--- src/rtl/ss_stream_host.sv ---
`default_nettype none
// ---------------------------------------------------------------------------
// ss_stream_host : buffers W/X elements, replays them as one burst into the
// systolic core, then forwards the indexed result burst.  Rev 1.0
// ---------------------------------------------------------------------------
module ss_stream_host #(
  parameter int DATA_W  = 16,
  parameter int RES_W   = 40,
  parameter int TIMEOUT = 1024
) (
  input  logic              clk,
  input  logic              rst,
  input  logic              cmd_valid,
  input  logic              cmd_size,
  output logic              cmd_ready,
  input  logic              s_valid,
  input  logic [DATA_W-1:0] s_data,
  output logic              s_ready,
  output logic              in_valid,
  output logic [DATA_W-1:0] matrix,
  output logic              matrix_size,
  input  logic              out_valid,
  input  logic [RES_W-1:0]  out_value,
  output logic              res_valid,
  output logic [RES_W-1:0]  res_data,
  output logic [3:0]        res_idx,
  output logic              res_last,
  output logic              done,
  output logic [1:0]        status
);

  localparam int                c_TMO_W    = (TIMEOUT > 1) ? $clog2(TIMEOUT) : 1;
  localparam logic [c_TMO_W-1:0] c_TMO_LAST = c_TMO_W'(TIMEOUT - 1);

  localparam logic [2:0] c_IDLE = 3'd0;
  localparam logic [2:0] c_LOAD = 3'd1;
  localparam logic [2:0] c_SEND = 3'd2;
  localparam logic [2:0] c_WAIT = 3'd3;
  localparam logic [2:0] c_RECV = 3'd4;
  localparam logic [2:0] c_DONE = 3'd5;

  logic [2:0]         state_q, state_d;
  logic               size_q;
  logic [4:0]         cnt_q;
  logic [3:0]         idx_q;
  logic [c_TMO_W-1:0] tmo_q;
  logic [DATA_W-1:0]  mem_q [32];

  logic               in_valid_q, matrix_size_q;
  logic [DATA_W-1:0]  matrix_q;
  logic               res_valid_q, res_last_q;
  logic [RES_W-1:0]   res_data_q;
  logic [3:0]         res_idx_q;
  logic [1:0]         status_q;

  logic [4:0]         w_cnt_last;
  logic [3:0]         w_idx_last;
  logic               w_cmd_hs, w_ld_hs, w_res_hs;

  assign w_cnt_last = size_q ? 5'd31 : 5'd7;
  assign w_idx_last = size_q ? 4'd15 : 4'd3;
  assign w_cmd_hs   = (state_q == c_IDLE) && cmd_valid;
  assign w_ld_hs    = (state_q == c_LOAD) && s_valid;
  assign w_res_hs   = ((state_q == c_WAIT) || (state_q == c_RECV)) && out_valid;

  always_ff @(posedge clk) begin
    if (rst) state_q <= c_IDLE;
    else     state_q <= state_d;
  end

  always_comb begin
    state_d = state_q;
    case (state_q)
      c_IDLE: if (cmd_valid) state_d = c_LOAD;
      c_LOAD: if (s_valid && (cnt_q == w_cnt_last)) state_d = c_SEND;
      c_SEND: if (cnt_q == w_cnt_last) state_d = c_WAIT;
      c_WAIT: begin
        if (out_valid)                state_d = c_RECV;
        else if (tmo_q == c_TMO_LAST) state_d = c_DONE;
      end
      c_RECV: if (!out_valid || (idx_q == w_idx_last)) state_d = c_DONE;
      c_DONE: state_d = c_IDLE;
      default: state_d = c_IDLE;
    endcase
  end

  always_comb begin
    cmd_ready = (state_q == c_IDLE);
    s_ready   = (state_q == c_LOAD);
    done      = (state_q == c_DONE);
  end

  always_ff @(posedge clk) begin
    if (w_ld_hs) mem_q[cnt_q] <= s_data;
  end

  // cnt_q is the write pointer in LOAD and the index currently on the bus in SEND
  always_ff @(posedge clk) begin
    if (rst) begin
      size_q        <= 1'b0;
      cnt_q         <= 5'd0;
      idx_q         <= 4'd0;
      tmo_q         <= '0;
      in_valid_q    <= 1'b0;
      matrix_q      <= '0;
      matrix_size_q <= 1'b0;
      res_valid_q   <= 1'b0;
      res_data_q    <= '0;
      res_idx_q     <= 4'd0;
      res_last_q    <= 1'b0;
      status_q      <= 2'b00;
    end else begin
      in_valid_q    <= 1'b0;
      matrix_q      <= '0;
      matrix_size_q <= 1'b0;
      res_valid_q   <= 1'b0;
      res_data_q    <= '0;
      res_idx_q     <= 4'd0;
      res_last_q    <= 1'b0;

      if (w_cmd_hs) begin
        size_q   <= cmd_size;
        cnt_q    <= 5'd0;
        status_q <= 2'b00;
      end

      if (w_ld_hs) begin
        if (cnt_q == w_cnt_last) begin
          cnt_q         <= 5'd0;
          in_valid_q    <= 1'b1;
          matrix_q      <= mem_q[0];
          matrix_size_q <= size_q;
        end else begin
          cnt_q <= cnt_q + 5'd1;
        end
      end

      if ((state_q == c_SEND) && (cnt_q != w_cnt_last)) begin
        cnt_q         <= cnt_q + 5'd1;
        in_valid_q    <= 1'b1;
        matrix_q      <= mem_q[cnt_q + 5'd1];
        matrix_size_q <= size_q;
      end

      if (state_q == c_WAIT) tmo_q <= tmo_q + 1'b1;
      else                   tmo_q <= '0;

      if (w_res_hs) begin
        res_valid_q <= 1'b1;
        res_data_q  <= out_value;
        res_idx_q   <= idx_q;
        res_last_q  <= (idx_q == w_idx_last);
        if (idx_q != w_idx_last) idx_q <= idx_q + 4'd1;
      end else if ((state_q != c_WAIT) && (state_q != c_RECV)) begin
        idx_q <= 4'd0;
      end

      if ((state_q == c_WAIT) && !out_valid && (tmo_q == c_TMO_LAST)) status_q <= 2'b01;
      if ((state_q == c_RECV) && !out_valid)                           status_q <= 2'b10;
    end
  end

  assign in_valid    = in_valid_q;
  assign matrix      = matrix_q;
  assign matrix_size = matrix_size_q;
  assign res_valid   = res_valid_q;
  assign res_data    = res_data_q;
  assign res_idx     = res_idx_q;
  assign res_last    = res_last_q;
  assign status      = status_q;

endmodule
`default_nettype wire
--- config.mk ---
export PLATFORM = sky130hd
export DESIGN_NAME = ss_stream_host
export DESIGN_NICKNAME = d
export VERILOG_FILES = /design/src/rtl/ss_stream_host.sv
export SDC_FILE = /design/constraint.sdc
export NUM_CORES = 1
export LEC_CHECK = 0
export ABC_AREA = 1
export CORE_UTILIZATION = 54
export CTS_CLUSTER_DIAMETER = 80
export DETAILED_ROUTE_END_ITERATION = 10
export GPL_TIMING_DRIVEN = 0
export PLACE_DENSITY_LB_ADDON = 0.05
export SLEW_MARGIN = 20
export SYNTH_ARGS = -nofsm -noshare
export SYNTH_HDL_FRONTEND = slang
export SYNTH_SLANG_ARGS = --single-unit
--- constraint.sdc ---
create_clock -name clk -period 2.2 [get_ports clk]
set_input_delay 0.22 -clock clk [delete_from_list [all_inputs] [get_ports clk]]
set_output_delay 0.22 -clock clk [all_outputs]
set_load 0.1 [all_outputs]
# Yosys cells after proc, flatten, opt, wreduce, memory -nomap -nowiden

Memory sizes are Yosys's and may differ from the RTL's.
Cells that the tools add are included.

$add $sub $neg: 3
Equal/unequal tests: 18
Mux-type cells: 31
Bitwise operators: 2
Reduce and logical (&&, ||, !) cells: 22

Operator list:

| operator                                                                 | number |
|---|---|
| 16-bit 2-to-1 mux                                                        | 3 |
| 5-bit 2-to-1 mux                                                         | 5 |
| 3-bit 2-to-1 mux                                                         | 6 |
| 4-bit 2-to-1 mux                                                         | 4 |
| 3-bit case mux with 5 select lines                                       | 1 |
| 10-bit by 1-bit adder with 10-bit output (second input constant)         | 1 |
| 10-bit equality test (second input constant)                             | 1 |
| 1-bit logical AND                                                        | 9 |
| 1-bit 2-to-1 mux                                                         | 9 |
| 3-bit by 2-bit equality test with 1-bit output (second input constant)   | 2 |
| 3-bit equality test (second input constant)                              | 2 |
| 2-bit 2-to-1 mux                                                         | 3 |
| 2-bit by 1-bit inequality test with 1-bit output (second input constant) | 3 |
| 3-bit inequality test (second input constant)                            | 2 |
| 3-bit nonzero test                                                       | 2 |
| 2-bit OR reduction                                                       | 3 |
| 5-bit by 1-bit adder with 5-bit output (second input constant)           | 1 |
| 5-bit equality test                                                      | 1 |
| 5-bit inequality test                                                    | 1 |
| 5-bit AND reduction                                                      | 1 |
| 4-bit by 1-bit adder with 4-bit output (second input constant)           | 1 |
| 4-bit equality test                                                      | 1 |
| 2-bit inequality test (second input constant)                            | 2 |
| 4-bit inequality test                                                    | 1 |
| 8 further kinds                                                          | 11 |

Bits in registers: 89
Bits in writable memories: 512
Logic and storage cells: 91
Memories: 1

Memory list:

| name  | words | width | rd ports | clocked after memory_dff | write ports | RTL line | RTL |
|---|---|---|---|---|---|---|---|
| mem_q | 32    | 16    | 2        | 0                        | 1           | 47       | `logic [DATA_W-1:0] mem_q [32];` |

# Longest topological paths before layout

Gate-level depths: netlist of run 1.

Depth in word-level cells: 5
Mapped depth: 16

# Worst setup path before layout of run 1

No wires, ideal clock.

Kind: register to register
Start: register state_q[0]
End: memory mem_q[11][0] (enable)
Library setup time: 0.388 ns
Arrival time: 3.109 ns
Slack: -1.298 ns
Cell stages (with the launch flop): 7
Clock period less this slack: 3.498 ns
Cells stage by stage: dfxtp_1 -> inv_1 -> nor3_2 -> nand2_1 -> inv_1 -> nand2_1 -> nor2_1

Longest elaborated chain between the ends: 4

Ends and longest elaborated chain:

| element                                        | RTL line | RTL |
|---|---|---|
| start, declared                                | 42       | `logic [2:0] state_q, state_d;` |
| start signal, assigned                         | 67       | `if (rst) state_q <= c_IDLE;` |
| start signal, assigned                         | 68       | `else state_q <= state_d;` |
| 3-bit by 1-bit equality test with 1-bit output | --       |  |
| named net s_ready                              | 18       | `output logic s_ready,` |
| 1-bit logical AND                              | 63       | `assign w_ld_hs = (state_q == c_LOAD) && s_valid;` |
| 1-bit 2-to-1 mux                               | 94       | `if (w_ld_hs) mem_q[cnt_q] <= s_data;` |
| 1-bit 2-to-1 mux (not written as such)         | 94       |  |
| end, declared                                  | 47       |  |

The timed path passes the listed nets, and every way through them passes these cells.

# Worst setup path after layout of run 1

Start: register cnt_q[0]
End: register matrix_q[8], in the netlist matrix[8]

Longest elaborated chain between the ends: 4
Elaborated cells on any way between the ends: 8
Those cells by class: add/sub: 1; eq/ne: 2; mux: 3; reduce/logical: 1; memory: 1

Ends and longest elaborated chain:

| element                                                    | RTL line | RTL |
|---|---|---|
| start, declared                                            | 44       | `logic [4:0] cnt_q;` |
| start signal, assigned                                     | 134      | `cnt_q <= cnt_q + 5'd1;` |
| start signal, assigned                                     | 139      | `cnt_q <= cnt_q + 5'd1;` |
| branches (longest 3 deep; another with memory 32 x 16 bit) | --       |  |
| 16-bit 2-to-1 mux (*)                                      | 138      | `if ((state_q == c_SEND) && (cnt_q != w_cnt_last)) begin` |
| end signal, assigned                                       | 131      | `matrix_q <= mem_q[0];` |
| end signal, assigned                                       | 141      | `matrix_q <= mem_q[cnt_q + 5'd1];` |
| end, declared                                              | 50       | `logic [DATA_W-1:0] matrix_q;` |

Mark *: on every way between the ends.
A chain may end at the register's enable or synchronous reset.

==> impl_metrics.prom, run 1 <==
# TYPE chip_impl_metric gauge
chip_impl_metric{name="vias_per_cell",unit=""} 5.44
chip_impl_metric{name="place_inst",unit=""} 3146
chip_impl_metric{name="crit_required",unit="ns"} 2.68
chip_impl_metric{name="combinational_share_of_power",unit="%"} 33.1
chip_impl_metric{name="p_total",unit="mW"} 35.6
chip_impl_info{name="ys.flop_type",value="edfxtp_1"} 1
chip_impl_metric{name="worst_clock_skew",unit="ns"} 0.0141
chip_impl_metric{name="drc",unit=""} 0
chip_impl_info{name="synth_top_area_cell",value="edfxtp_1"} 1
chip_impl_metric{name="finish.cell_count_without_fillers",unit=""} 3284
chip_impl_metric{name="finalWirelength",unit="um"} 70400
chip_impl_metric{name="worst_skew_pair.late_latency",unit="ns"} 0.63
chip_impl_metric{name="global_route_wire_length_before_repair",unit="um"} 104000
chip_impl_metric{name="cts_num_sinks",unit=""} 601
chip_impl_info{name="timing.critical_path.to_type",value="register"} 1
chip_impl_info{name="status",value="finished with violations"} 1
chip_impl_info{name="synth_area_leaders",value="edfxtp_1, nand2_1, dfxtp_1"} 1
chip_impl_metric{name="clk_path_buf_depth",unit=""} 3
chip_impl_metric{name="core",unit="sq mm"} 0.0454
chip_impl_metric{name="worstPathMaxFanout",unit=""} 7
chip_impl_metric{name="maximum_number_of_pins_on_one_net_before_global_route_repair",unit=""} 33
chip_impl_metric{name="worstPathBufferInverterCount",unit=""} 7
chip_impl_metric{name="cts_inserted_buffers",unit=""} 59
chip_impl_metric{name="post-place-ws",unit="ns"} -1.22
chip_impl_info{name="criticalPathCategory",value="reg -> reg"} 1
chip_impl_metric{name="p_sw_share",unit="%"} 34.6
chip_impl_info{name="rsz0062_at_grt",value="yes"} 1
chip_impl_metric{name="tightestPinTransition",unit="ns"} 0.989
chip_impl_info{name="cts_tree",value="built"} 1
chip_impl_metric{name="half_perimeter_wire_length_after_placement",unit="um"} 46800
chip_impl_metric{name="layout-area-overhead-vs-synth",unit="%"} 26.5
chip_impl_metric{name="timing.max_cap.violations",unit=""} 0
chip_impl_metric{name="p_leak",unit="nW"} 12.9
chip_impl_metric{name="setup_slack",unit="ns"} -0.0720
chip_impl_metric{name="timing.slew.headroom",unit="%"} 34.3
chip_impl_info{name="clockRootBuffer",value="clkbuf_16"} 1
chip_impl_metric{name="clkSlewWorstSetupHoldPaths",unit="ns"} 0.06
chip_impl_metric{name="antenna-diode-count",unit=""} 0
chip_impl_metric{name="globalplace.congestion",unit=""} 1.05
chip_impl_metric{name="grt_overflow",unit=""} 0
chip_impl_metric{name="netSwitchingPower",unit="mW"} 12.3
chip_impl_metric{name="dr_total_vias",unit=""} 17852
chip_impl_metric{name="drt-pass1-iter-count",unit=""} 5
chip_impl_metric{name="track_usage",unit="%"} 30.1
chip_impl_metric{name="async_reset_ff_share",unit="%"} 0
chip_impl_metric{name="period_share",unit="%"} 103
chip_impl_metric{name="vdd.ir_drop.worst",unit="V"} 0.000806
chip_impl_metric{name="finalSetupViolations",unit=""} 15
chip_impl_metric{name="post_synthesis_cell_area",unit="sq mm"} 0.0248
chip_impl_metric{name="intPower",unit="mW"} 23.3
chip_impl_info{name="violations",value="negative setup slack"} 1
chip_impl_metric{name="synthesis.yosys.warnings",unit=""} 0
chip_impl_metric{name="power_frac_clock",unit="%"} 31.3
chip_impl_info{name="cpLargestDelayFamily",value="buffers and inverters"} 1
chip_impl_info{name="hold_path_class",value="in -> reg"} 1
chip_impl_metric{name="ioPinCount",unit=""} 131
chip_impl_metric{name="clock_tree.htree_level_count",unit=""} 2
chip_impl_metric{name="die_w",unit="um"} 216
chip_impl_metric{name="gate_count_post_synth",unit=""} 2409
chip_impl_metric{name="synth_nets",unit=""} 2477
chip_impl_metric{name="max_stage_delay",unit="ns"} 0.35
chip_impl_metric{name="post_dp_cell_area",unit="sq mm"} 0.0274
chip_impl_metric{name="crit_arrival",unit="ns"} 2.75
chip_impl_metric{name="min_cycle_time_layout",unit="ns"} 2.27
chip_impl_metric{name="pwr_density_cell",unit="mW/mm^2"} 1130
chip_impl_metric{name="synth_edf_count",unit=""} 512
chip_impl_metric{name="antenna_found_initial",unit=""} 0
chip_impl_info{name="critical-path-slowest-cell",value="dfxtp_2"} 1
chip_impl_metric{name="grt_pass1_vias",unit=""} 16959
chip_impl_metric{name="seq_area_frac_synth",unit="%"} 69.1
chip_impl_metric{name="p_seq_share",unit="%"} 35.5
chip_impl_metric{name="start_util",unit="%"} 54.7
chip_impl_metric{name="port_buffers",unit=""} 129
chip_impl_metric{name="yosys_cell_types",unit=""} 34
chip_impl_metric{name="die_area",unit="sq mm"} 0.0468
chip_impl_metric{name="post-route-cell-area",unit="sq mm"} 0.0314
chip_impl_metric{name="placementRows",unit=""} 78
chip_impl_metric{name="synthesis.area_per_instance",unit="sq um"} 10.3
chip_impl_metric{name="drv_slew",unit=""} 0
chip_impl_metric{name="ant_nets",unit=""} 0
chip_impl_info{name="crit_chain",value="buf_6, inv_8, buf_8, ha_4, buf_12, inv_12, buf_12, clkbuf_16, nand2_2, nand3_2, nand3_4, nand3_4, nand3_2, a21oi_2"} 1
chip_impl_metric{name="drt-initial-drc-count",unit=""} 1868
chip_impl_metric{name="timing.final.hold_violations",unit=""} 0
chip_impl_metric{name="die_h",unit="um"} 216
chip_impl_metric{name="final_hold_slack",unit="ns"} 0.0351
chip_impl_metric{name="drive_above_1_share",unit="%"} 19.3
chip_impl_metric{name="totalNegativeSetupSlack",unit="ns"} -0.569
chip_impl_metric{name="finish.utilization",unit="%"} 69.2
chip_impl_info{name="worst_setup_path_start_kind",value="register"} 1
chip_impl_metric{name="filler_cell_count",unit=""} 3296
chip_impl_metric{name="final_nets",unit=""} 2702
chip_impl_metric{name="yosysTopAreaCellShare",unit="%"} 61.9
chip_impl_metric{name="yosys_register_bits",unit=""} 601
chip_impl_metric{name="fmax",unit="GHz"} 0.440
chip_impl_metric{name="wl_per_cell",unit="um"} 21.4
==> Yosys cell counts (2+ instances only) <==
library cell,instances
a21oi_1,33
buf_1,8
buf_2,70
buf_4,9
buf_6,7
clkbuf_1,23
dfxtp_1,89
edfxtp_1,512
ha_1,6
inv_1,269
inv_2,8
nand2_1,838
nand2_2,2
nand3_1,349
nand3_2,2
nand4_1,2
nor2_1,134
nor2_2,2
nor3_1,5
o21ai_0,25
or2_2,2
xor2_1,2
==> cell families (layout without fill, tap and decap cells) <==
family | count (synthesis) | after routing | synth area share [%]
adder cells (fa/ha/maj) | 6 | 6 | 0.302
AND/OR/NAND/NOR | 1343 | 1343 | 22.4
XOR/XNOR | 4 | 4 | 0.247
AO/OA/AOI/OAI | 61 | 61 | 1.30
flip-flops | 601 | 601 | 69.1
buffers and inverters | 394 | 669 | 6.66
==> power by group through the flow <==
stage	logic [mW]	clock network, mW	registers (mW)
2_1_floorplan	5.20	0	13.6
3_3_place_gp	8.88	0	12.9
3_5_place_dp	9.01	0	12.9
4_1_cts	10.8	11.2	12.7
5_1_grt	12.5	11.7	12.7
6_report	11.8	11.2	12.7
==> flip-flops by register name, summed over array words and instances, names as in the netlist, 2 cells and up <==
name / cells
cnt_q: 5
idx_q: 4
matrix: 16
mem_q: 512
res_data: 40
res_idx: 4
state_q: 3
status: 2
tmo_q: 10
==> worst paths after layout <==
path / startpoint / endpoint / slack, ns / depth (start not counted)
hold reg to reg: tmo_q[0]$_SDFF_PP0_ / tmo_q[0]$_SDFF_PP0_ / 0.46 / 1
setup reg to reg: cnt_q[0]$_SDFFE_PP0P_ / matrix[8]$_SDFF_PP0_ / -0.07 / 14
setup / recovery: cnt_q[0]$_SDFFE_PP0P_ / matrix[8]$_SDFF_PP0_ / -0.07 / 14
hold / removal: s_data[8] / mem_q[3][8]$_DFFE_PP_ / 0.04 / 1
==> layer usage <==
layer / track usage, % / wire length, um / vias to the layer above
met5: 0 / 0 / -
met4: 11.6 / 2340 / 0
met3: 5.46 / 6410 / 119
met2: 46.6 / 32000 / 855
met1: 42.5 / 29700 / 8543
li1: - / - / 8335
==> layout by cell type (no fill, tap or decap), types with 18 or more instances in the layout <==
cell type,instances
dlygate4sd2_1,66
inv_1,267
nand3_2,118
nor2_4,34
nor2_1,98
edfxtp_1,512
buf_4,29
buf_2,53
nand3_1,207
o21ai_0,18
dfxtp_1,86
nand3_4,26
clkbuf_16,70
nand2_1,808
clkbuf_4,18
clkdlybuf4s50_1,44
==> layout make-up <==
type | count | area (sq um) | share of cell area (%)
Buffer | 116 | 1010 | 3.21
Clock buffer | 69 | 1580 | 5.02
Clock inverter | 42 | 579 | 1.84
Inverter | 277 | 1070 | 3.40
Multi-Input combinational cell | 1414 | 7510 | 23.9
Sequential cell | 601 | 17200 | 54.6
Tap cell | 600 | 751 | 2.39
Timing Repair Buffer | 164 | 1750 | 5.58
Timing Repair inverter | 1 | 8.76 | 0.0279
==> what timing repair did <==
item,in CTS,in global routing
endpoints found under the hold margin,7,0
setup buffers,12,3
gates cloned,6,6
pin swaps,48,51
resized for setup,326,133
hold buffers,2,0
setup endpoints to repair,342,107
No activity file was read; power rests on OpenSTA's default activity.
==> run 2, diff against run 1 <==
Settings changed: GPL_ROUTABILITY_DRIVEN from default to 0, RECOVER_POWER from default to 50.
==> run 2 against run 1 <==
Effect of this change:
- the run ends with max-capacitance violations, max-slew violations, negative setup slack left
- fmax down 0.22%
- cell count increased by 0.33%
- utilization about the same
- combinational power increased by 3%
- hold slack improved by 0.073 ns
- sequential share of layout area about the same
- sequential power about the same
- register-to-register slack about the same
- wire length grew 1.7%
- clock skew increased by 0.026 ns
- flip-flop and latch count unchanged
- total power shrank 0.62%
==> impl_metrics.prom, run 2 (synthesis results as in run 1) <==
# TYPE chip_impl_metric gauge
chip_impl_info{name="worst_setup_path_start_kind",value="register"} 1
chip_impl_metric{name="placementRows",unit=""} 78
chip_impl_metric{name="worst_skew_pair.late_latency",unit="ns"} 0.66
chip_impl_info{name="hold_path_class",value="in -> reg"} 1
chip_impl_info{name="criticalPathCategory",value="reg -> reg"} 1
chip_impl_metric{name="dr_total_vias",unit=""} 18244
chip_impl_metric{name="finalSetupViolations",unit=""} 10
chip_impl_metric{name="grt_pass1_vias",unit=""} 17477
chip_impl_metric{name="setup_slack",unit="ns"} -0.0770
chip_impl_info{name="cpLargestDelayFamily",value="buffers and inverters"} 1
chip_impl_metric{name="crit_required",unit="ns"} 2.67
chip_impl_metric{name="ioPinCount",unit=""} 131
chip_impl_metric{name="worstPathMaxFanout",unit=""} 6
chip_impl_metric{name="timing.slew.headroom",unit="%"} -36.6
chip_impl_metric{name="max_stage_delay",unit="ns"} 0.36
chip_impl_metric{name="drc",unit=""} 0
chip_impl_metric{name="half_perimeter_wire_length_after_placement",unit="um"} 46600
chip_impl_metric{name="post_dp_cell_area",unit="sq mm"} 0.0273
chip_impl_metric{name="p_leak",unit="nW"} 12.8
chip_impl_metric{name="drt-initial-drc-count",unit=""} 1955
chip_impl_metric{name="antenna_found_initial",unit=""} 1
chip_impl_metric{name="clock_tree.htree_level_count",unit=""} 2
chip_impl_metric{name="final_nets",unit=""} 2713
chip_impl_metric{name="netSwitchingPower",unit="mW"} 12.5
chip_impl_metric{name="intPower",unit="mW"} 22.9
chip_impl_metric{name="ant_nets",unit=""} 0
chip_impl_metric{name="min_cycle_time_layout",unit="ns"} 2.28
chip_impl_info{name="violations",value="max-capacitance violations, max-slew violations, negative setup slack"} 1
chip_impl_metric{name="wl_per_cell",unit="um"} 21.7
chip_impl_info{name="layout_commonest_cell",value="nand2_1"} 1
chip_impl_info{name="critical-path-slowest-cell",value="dfxtp_2"} 1
chip_impl_metric{name="period_share",unit="%"} 104
chip_impl_metric{name="start_util",unit="%"} 54.7
chip_impl_metric{name="die_area",unit="sq mm"} 0.0468
chip_impl_info{name="commonest_non_fill_non_tap_cells_in_the_layout",value="nand2_1, edfxtp_1, inv_1"} 1
chip_impl_metric{name="filler_cell_count",unit=""} 3333
chip_impl_info{name="cts_tree",value="built"} 1
chip_impl_metric{name="tightestPinTransition",unit="ns"} 2.05
chip_impl_metric{name="totalNegativeSetupSlack",unit="ns"} -0.496
chip_impl_metric{name="timing.final.hold_violations",unit=""} 0
chip_impl_metric{name="clkSlewWorstSetupHoldPaths",unit="ns"} 0.06
chip_impl_metric{name="crit_arrival",unit="ns"} 2.74
chip_impl_metric{name="die_h",unit="um"} 216
chip_impl_metric{name="vdd.ir_drop.worst",unit="V"} 0.000808
chip_impl_info{name="status",value="finished with violations"} 1
chip_impl_metric{name="drv_slew",unit=""} 391
chip_impl_metric{name="fmax",unit="GHz"} 0.439
chip_impl_metric{name="vias_per_cell",unit=""} 5.54
chip_impl_metric{name="post-place-ws",unit="ns"} -1.24
chip_impl_metric{name="antenna-diode-count",unit=""} 0
chip_impl_metric{name="clk_path_buf_depth",unit=""} 3
chip_impl_metric{name="global_route_wire_length_before_repair",unit="um"} 106000
chip_impl_metric{name="worst_clock_skew",unit="ns"} 0.0398
chip_impl_metric{name="port_buffers",unit=""} 129
chip_impl_metric{name="finish.cell_count_without_fillers",unit=""} 3295
chip_impl_metric{name="pwr_density_cell",unit="mW/mm^2"} 1130
chip_impl_metric{name="p_sw_share",unit="%"} 35.2
chip_impl_info{name="clockRootBuffer",value="clkbuf_16"} 1
chip_impl_metric{name="maximum_number_of_pins_on_one_net_before_global_route_repair",unit=""} 33
chip_impl_metric{name="place_inst",unit=""} 3144
chip_impl_metric{name="track_usage",unit="%"} 30.7
chip_impl_metric{name="layout-area-overhead-vs-synth",unit="%"} 26.5
chip_impl_metric{name="cts_num_sinks",unit=""} 601
chip_impl_metric{name="die_w",unit="um"} 216
chip_impl_info{name="rsz0062_at_grt",value="yes"} 1
chip_impl_metric{name="timing.max_cap.violations",unit=""} 12
chip_impl_metric{name="finalWirelength",unit="um"} 71600
chip_impl_info{name="timing.critical_path.to_type",value="register"} 1
chip_impl_metric{name="post-route-cell-area",unit="sq mm"} 0.0314
chip_impl_metric{name="drive_above_1_share",unit="%"} 18.9
chip_impl_metric{name="p_seq_share",unit="%"} 35.8
chip_impl_metric{name="worstPathBufferInverterCount",unit=""} 8
chip_impl_metric{name="grt_overflow",unit=""} 0
chip_impl_info{name="crit_top_cell",value="nand3_4"} 1
chip_impl_metric{name="drt-pass1-iter-count",unit=""} 6
chip_impl_metric{name="cts_inserted_buffers",unit=""} 60
chip_impl_metric{name="combinational_share_of_power",unit="%"} 34.6
chip_impl_metric{name="power_frac_clock",unit="%"} 29.6
chip_impl_metric{name="core",unit="sq mm"} 0.0454
chip_impl_info{name="crit_chain",value="buf_6, inv_8, buf_12, ha_4, buf_12, inv_12, buf_12, buf_6, buf_16, nand2_4, nand3_4, nand3_4, nand3_4, nand3_4, a21oi_4"} 1
chip_impl_metric{name="number_of_flip_flops_in_the_largest_register",unit=""} 512
chip_impl_info{name="max_flop_register",value="mem_q"} 1
-- run 2: cell types whose count changed in the layout (fill, tap and decap cells not counted), moves of 6 or more --
cell | previous run | this run
buf_2 | 53 | 33
nand2_4 | 11 | 17
bufinv_16 | 14 | 5
clkbuf_4 | 18 | 26
clkinv_2 | 16 | 9
clkbuf_8 | 1 | 13
nand2_1 | 808 | 799
clkbuf_1 | 13 | 33
-- run 2: per-layer routing --
layer / wire [um] / share of wire, % / up-vias / GRT usage, %
li1: - / - / 8364 / -
met1: 28800 / 40 / 8691 / 42.2
met2: 32700 / 46 / 1012 / 48.4
met3: 7290 / 10 / 175 / 6.04
met4: 2820 / 3.9 / 2 / 12.2
met5: 12 / 0.017 / - / 0
-- run 2: final cells by class --
cell class                 count  area [sq um]  area share, %
buffer                       115          1030           3.29
timing repair buffer         175          1720           5.47
clock inverter                29           293          0.932
tap                          600           751           2.39
sequential                   601         17200           54.6
inverter                     277          1070           3.41
clock buffer                  83          1750           5.58
timing repair inverter         1          11.3         0.0358
multi-input combinational   1414          7620           24.3
-- run 2: worst register-to-register path, cell delays in order, from the launching register on --
cell     delay [ns]
dfxtp_2        0.36
buf_6          0.14
inv_8          0.04
buf_12         0.12
ha_4           0.32
buf_12         0.13
inv_12         0.04
buf_12         0.14
buf_6          0.13
buf_16         0.14
nand2_4        0.07
nand3_4        0.07
nand3_4        0.11
nand3_4        0.12
nand3_4        0.12
a21oi_4        0.07
-- run 2: final timing paths --
path                                       startpoint                       to  slack [ns]  cells past startpoint
worst max-delay path            cnt_q[0]$_SDFFE_PP0P_     matrix[3]$_SDFF_PP0_       -0.08                     15
worst min-delay path                    out_value[29]  res_data[29]$_SDFF_PP0_        0.11                      3
worst min register to register    tmo_q[0]$_SDFF_PP0_      tmo_q[0]$_SDFF_PP0_        0.45                      1
worst max register to register  cnt_q[0]$_SDFFE_PP0P_     matrix[3]$_SDFF_PP0_       -0.08                     15
-- run 2: stage by stage --
stage | util [%] | hold slack, ns | power [mW]
global route | 69.2 | 0.108 | 36.6
CTS | 68.6 | -0.0946 | 34.7
finish | 69.2 | 0.108 | 35.4
global placement | 60.0 | 0.427 | 21.7
detailed placement | 60.2 | 0.443 | 21.9
floorplan | - | 0.319 | 18.8
-- run 2: power by group through the flow --
stage          Clock, mW  Combinational (mW)  Sequential (mW)
6_report            10.5                12.2             12.7
5_1_grt             11.0                12.9             12.7
4_1_cts             10.5                11.5             12.7
3_5_place_dp           0                8.98             12.9
3_3_place_gp           0                8.83             12.9
2_1_floorplan          0                5.20             13.6
-- run 2: repair_timing --
action / in CTS / in global routing
endpoints found under the setup margin: 342 / 106
setup buffers: 17 / 8
hold endpoints to repair: 21 / 1
pin swaps: 80 / 41
hold buffers: 5 / 1
cloned: 9 / 2
gates resized for setup: 397 / 102
